$ cat config.mk
export PLATFORM = sky130hd
export DESIGN_NAME = mem_access_unit
export DESIGN_NICKNAME = d
export VERILOG_FILES = /design/src/rtl/mem_access_unit.sv
export SDC_FILE = /design/constraint.sdc
export NUM_CORES = 1
export LEC_CHECK = 0
export CAP_MARGIN = 20
export CORE_ASPECT_RATIO = 0.7
export CORE_UTILIZATION = 43
export DETAILED_ROUTE_END_ITERATION = 8
export GPL_ROUTABILITY_DRIVEN = 0
export HOLD_SLACK_MARGIN = 0.08
export PLACE_DENSITY_LB_ADDON = 0.05
export SLEW_MARGIN = 40
export SYNTH_ARGS = -nofsm -noshare
export SYNTH_HDL_FRONTEND = slang
export SYNTH_SLANG_ARGS = --single-unit
$ cat constraint.sdc
create_clock -name clk -period 2.29 [get_ports clk]
set_input_delay 0.5725 -clock clk [delete_from_list [all_inputs] [get_ports clk]]
set_output_delay 0.5725 -clock clk [all_outputs]
set_load 0.02 [all_outputs]
$ cat src/rtl/mem_access_unit.sv
// MEM-stage load/store unit: turns EX/MEM load/store requests into a single
// req/ack bus transaction, aligns/extends load data and stalls the pipeline.
module mem_access_unit #(
  parameter int TIMEOUT = 16  // must be >= 1
) (
  input  logic        clk,
  input  logic        reset,
  input  logic        valid_in,
  input  logic [31:0] addr_in,
  input  logic [31:0] wdata_in,
  input  logic        MemRead_in,
  input  logic        MemWrite_in,
  input  logic [1:0]  size_in,
  input  logic        signed_in,
  output logic        bus_req,
  output logic        bus_we,
  output logic [31:0] bus_addr,
  output logic [31:0] bus_wdata,
  output logic [3:0]  bus_be,
  input  logic        bus_ack,
  input  logic [31:0] bus_rdata,
  output logic [31:0] mem_out,
  output logic        stall,
  output logic        misalign_err,
  output logic        bus_err
);

  localparam int CW = (TIMEOUT > 1) ? $clog2(TIMEOUT) : 1;

  typedef enum logic [1:0] {IDLE, BUSY, RESP} state_t;

  state_t          state, state_next;
  logic [CW-1:0]   cnt;
  logic [1:0]      size_q;
  logic [1:0]      off_q;
  logic            signed_q;
  logic            acc;
  logic            misaligned;
  logic            timeout_hit;
  logic [3:0]      be_c;
  logic [31:0]     wdata_c;

  assign acc         = valid_in & (MemRead_in | MemWrite_in);
  // Size 11 decodes as word, so size_in[1] alone selects the word check.
  assign misaligned  = ((size_in == 2'b01) & addr_in[0]) |
                       (size_in[1] & (addr_in[1:0] != 2'b00));
  assign timeout_hit = (cnt == CW'(TIMEOUT - 1));

  function automatic logic [31:0] extract(input logic [31:0] d,
                                          input logic [1:0]  sz,
                                          input logic [1:0]  off,
                                          input logic        sgn);
    logic [7:0]  b;
    logic [15:0] h;
    b = d[8*off +: 8];
    h = off[1] ? d[31:16] : d[15:0];
    case (sz)
      2'b00:   return {{24{sgn & b[7]}}, b};
      2'b01:   return {{16{sgn & h[15]}}, h};
      default: return d;
    endcase
  endfunction

  // Byte-lane enables and replicated store data; reads use the same enables.
  always_comb begin
    be_c    = 4'b1111;
    wdata_c = wdata_in;
    case (size_in)
      2'b00: begin
        be_c    = 4'b0001 << addr_in[1:0];
        wdata_c = {4{wdata_in[7:0]}};
      end
      2'b01: begin
        be_c    = addr_in[1] ? 4'b1100 : 4'b0011;
        wdata_c = {2{wdata_in[15:0]}};
      end
      default: ;
    endcase
  end

  always_ff @(posedge clk) begin
    // NOTE: state registers use non-blocking assignments so every flop samples
    // the pre-edge values, regardless of block evaluation order.
    if (!reset) state <= IDLE;
    else        state <= state_next;
  end

  always_comb begin
    // NOTE: every output of this block gets a default first; any path that
    // skipped an assignment would otherwise infer a latch.
    state_next   = state;
    stall        = 1'b0;
    misalign_err = 1'b0;
    case (state)
      IDLE: begin
        if (acc) begin
          if (misaligned) begin
            misalign_err = 1'b1;
          end else begin
            stall      = 1'b1;
            state_next = BUSY;
          end
        end
      end
      BUSY: begin
        stall = 1'b1;
        if (bus_ack || timeout_hit) state_next = RESP;
      end
      RESP:    state_next = IDLE;
      default: state_next = IDLE;
    endcase
  end

  always_ff @(posedge clk) begin
    if (!reset) begin
      bus_req   <= 1'b0;
      bus_we    <= 1'b0;
      bus_addr  <= '0;
      bus_wdata <= '0;
      bus_be    <= '0;
      mem_out   <= '0;
      bus_err   <= 1'b0;
      cnt       <= '0;
      size_q    <= '0;
      off_q     <= '0;
      signed_q  <= 1'b0;
    end else begin
      case (state)
        IDLE: begin
          if (acc && !misaligned) begin
            bus_addr  <= {addr_in[31:2], 2'b00};
            bus_we    <= MemWrite_in;  // write wins when both are set
            bus_be    <= be_c;
            bus_wdata <= wdata_c;
            size_q    <= size_in;
            off_q     <= addr_in[1:0];
            signed_q  <= signed_in;
            bus_req   <= 1'b1;
            cnt       <= '0;
          end else if (acc) begin
            mem_out <= '0;
          end
        end
        BUSY: begin
          // Ack is tested first so an ack on the last allowed cycle succeeds.
          if (bus_ack) begin
            bus_req <= 1'b0;
            if (!bus_we) mem_out <= extract(bus_rdata, size_q, off_q, signed_q);
          end else if (timeout_hit) begin
            bus_req <= 1'b0;
            mem_out <= '0;
            bus_err <= 1'b1;
          end else begin
            cnt <= cnt + 1'b1;
          end
        end
        RESP:    bus_err <= 1'b0;
        default: ;
      endcase
    end
  end

endmodule

==> results <==
[sequential cells by signal, summed over array words and instances, names as in the netlist]
signal     flops
bus_addr      30
bus_be         4
bus_err        1
bus_req        1
bus_wdata     32
bus_we         1
cnt            4
mem_out       32
off_q          2
signed_q       1
size_q         2
state          2
[report_power, final]
part / internal [mW] / switching (mW) / total, mW
Combinational: 0.493 / 0.549 / 1.04
Clock: 0.869 / 0.755 / 1.62
Sequential: 2.03 / 0.0517 / 2.08
Total: 3.39 / 1.36 / 4.75
[Yosys cell counts (all sizes together) (2+ instances only)]
master     n  area (sq um)
buf       28           168
a211oi    14           130
o211ai     2          15.0
nor2       7          26.3
o221ai     6          52.6
and3b      2          17.5
xor2       3          26.3
o2bb2ai    2          17.5
a22oi      6          58.8
dfxtp    112          2240
a21oi     86           430
nand2b    30           188
a32o       8          80.1
mux2i     21           210
nand3     56           280
nor3       8          45.0
inv        6          22.5
a22o      22           193
or3        2          12.5
a311oi    10          87.6
o21ai     81           409
clkbuf    32           120
nand2     26          97.6
mux2       9           101
[through the flow]
step	total power, mW	setup WS [ns]	hold WS, ns	setup TNS [ns]
detailed placement	3.16	-0.528	0.453	-15.95
finish	4.75	0.0267	0.468	0
global route	4.93	-0.00786	0.491	-0.00786
floorplan	2.64	0.172	0.472	0
CTS	4.76	0.00823	0.470	0
global placement	3.14	-0.508	0.450	-11.91
[worst register-to-register path, cell delays in order (launching register included)]
cell and delay (ns):
dfxtp_1 0.48, buf_4 0.43, a21oi_1 0.15, a211oi_4 0.70, a22o_1 0.24
[cell type report]
cell class	count	area share, %
well taps	157	2.53
flip-flops and latches	112	28.9
repair buffers	246	30.9
clock buffers	10	2.95
inverters	6	0.290
clock inverters	6	0.934
multi-input cells	415	33.5
[cell families (layout without fill, tap and decap cells)]
group | count (synthesis) | after routing | share of synthesized area (%)
and+or+nand+nor | 135 | 135 | 13.7
xor gates and xnor gates | 3 | 3 | 0.511
AOI/OAI and AO/OA | 244 | 244 | 29.8
other | 1 | 2 | 0.0729
buffers and inverters | 66 | 268 | 6.03
muxes | 30 | 30 | 6.06
adders and majority gates | 1 | 1 | 0.243
DFF | 112 | 112 | 43.6
[timing repair]
item	4_1_cts	5_1_grt
resized for setup	11	3
setup endpoints to repair	2	8
setup buffers	0	1
pin swaps	1	2
[layer usage]
layer / routed length (microns) / vias to the layer above / track usage, %
met4: 211 / 0 / 6.70
li1: - / 2566 / -
met2: 7320 / 223 / 40.2
met3: 1490 / 21 / 8.02
met5: 0 / - / 0
met1: 7930 / 2526 / 38.6
[how the worst max path moves through the flow]
stage                startpoint            to  slack (ns)  cells after the start
finish              MemWrite_in  misalign_err        0.03                      5
global route        MemWrite_in  misalign_err      -0.008                      5
CTS                  size_in[0]         stall       0.008                      6
detailed placement   addr_in[0]         stall       -0.53                      6
global placement     addr_in[0]         stall       -0.51                      6
floorplan            size_in[1]  misalign_err        0.17                      5
==> results.md <==
* Mean Syn Cell Area at 8.69 sq um
* Leakage at between 2 and 3 nW
* Core Area at approximately 12000 sq um
* Crit end category: output port
* DP Wirelength at ~12000 microns
* R2r setup slk at 0.23 ns
* Fill count at slightly below 1000
* Latest clock arrival within the worst-skew pair at around 0.35 ns
* Synthesis Warnings at 0
* DIE WIDTH at between 100 and 150 microns
* Crit-path max cell delay at 0.42 ns
* Register-to-Register Path Depth at 4
* Post-DP Area at between 7000 and 8000 sq um
* Area growth syn-to-layout at 51.1%
* FF+latch count, synth at between 100 and 150
* ANT cells at 0
* Port Buffers at 207
* H-tree depth at 3
* Root Buffer: clkbuf_16
* Min Clock Period, post-route at about 2.3 ns
* EDFF count, synth at 0
* Commonest non-fill, non-tap cell in the layout: clkdlybuf4s50_1
* Outcome: finished, final reports clean
* Starting Density at 44.0%
* Via count at 5336
* Worst slew margin at 49.8%
* Largest net degree at the start of global routing at 67
* Final setup fails at 0
* Reg2Reg Capture Point: mem_out[28]
* Vias in the first global route at 4934
* CTS sink count at ~110
* Clk slew on worst S/H paths at 0.07 ns
* PD cells at 611 nW/um^2
* Buf/Inv on CP at 3
* Reg area at around 2200 sq um
* Maximum clock insertion buffer count at 2
* VDD IR max at 440 uV
* DR pass1 iterations at 5
* R2R Path Start: size_q[1]
* Wire length per cell at 17.8 microns
* Multi-input logic area at 2610 sq um
* Dpl cells at between 900 and 1000
* DRT Wirelength at 17000 microns
* Startpoint types: primary input
* Period utilization at 98.8%
* Die ar. at roughly 12000 sq um
* Crit path max-delay family: buffers and inverters
* Max Fclk at around 440 MHz
* Via/cell ratio at approximately 5.6
* Cts bufs inserted at 9
* Arrival time at the worst endpoint at 1.69 ns
* Cell Area, Synth at approximately 5000 sq um
* Tightest Hold Check Type: reg2reg
* Fin cells at 952
* Type of the worst setup path: in2out
* Die height at 93.5 microns
* Cts hold-fix bufs at 0
* GRT Resource Usage Total at between 20% and 30%
* Top FF cell, synth: dfxtp_1
* Worst Path Required at approximately 1.7 ns
* Final hold violation count at 0
* Worst Hold Path Cells at 1
* Max Cap Violations at 0
* Final net count at about 900
* Post-synthesis sequential area ratio at between 40 and 50%
* Finished Cell Area at slightly below 8000 sq um
* Iteration-0 DRC Markers at 530
* Worst Max-Slew Pin Slew at around 0.75 ns
* Share of cells above drive strength 1 at under 10%
* Util after Layout at 66.5%
* Worst hold endpoint: mem_out[15]
* Crit-path cells: clkdlybuf4s50_1 -> buf_4 -> o211ai_1 -> nor2_1 -> buf_2
* Commonest cells after routing, fill and taps aside: clkdlybuf4s50_1, dfxtp_1, a21oi_1
* Asr flop ratio synth at 0%
* Routed Antenna Nets at 0
* TritonCTS clock tree: yes
* Grt ovf at 0
* Setup Skew at slightly below 0.009 ns
* Synth Instances at 592
* HP Start: mem_out[15]
* # DRC at 0
* Synth cell types at 47
* Crit path max fanout at 2
* CP max stage cell: clkdlybuf4s50_1
* Global-route wire length before repair at between 20000 and 30000 microns
* Num rows at 33
* Top Ports at 210
* Slew Viols, Final at 0
* Initial antenna violation count at 0
Power figures use the tool's default switching activity.
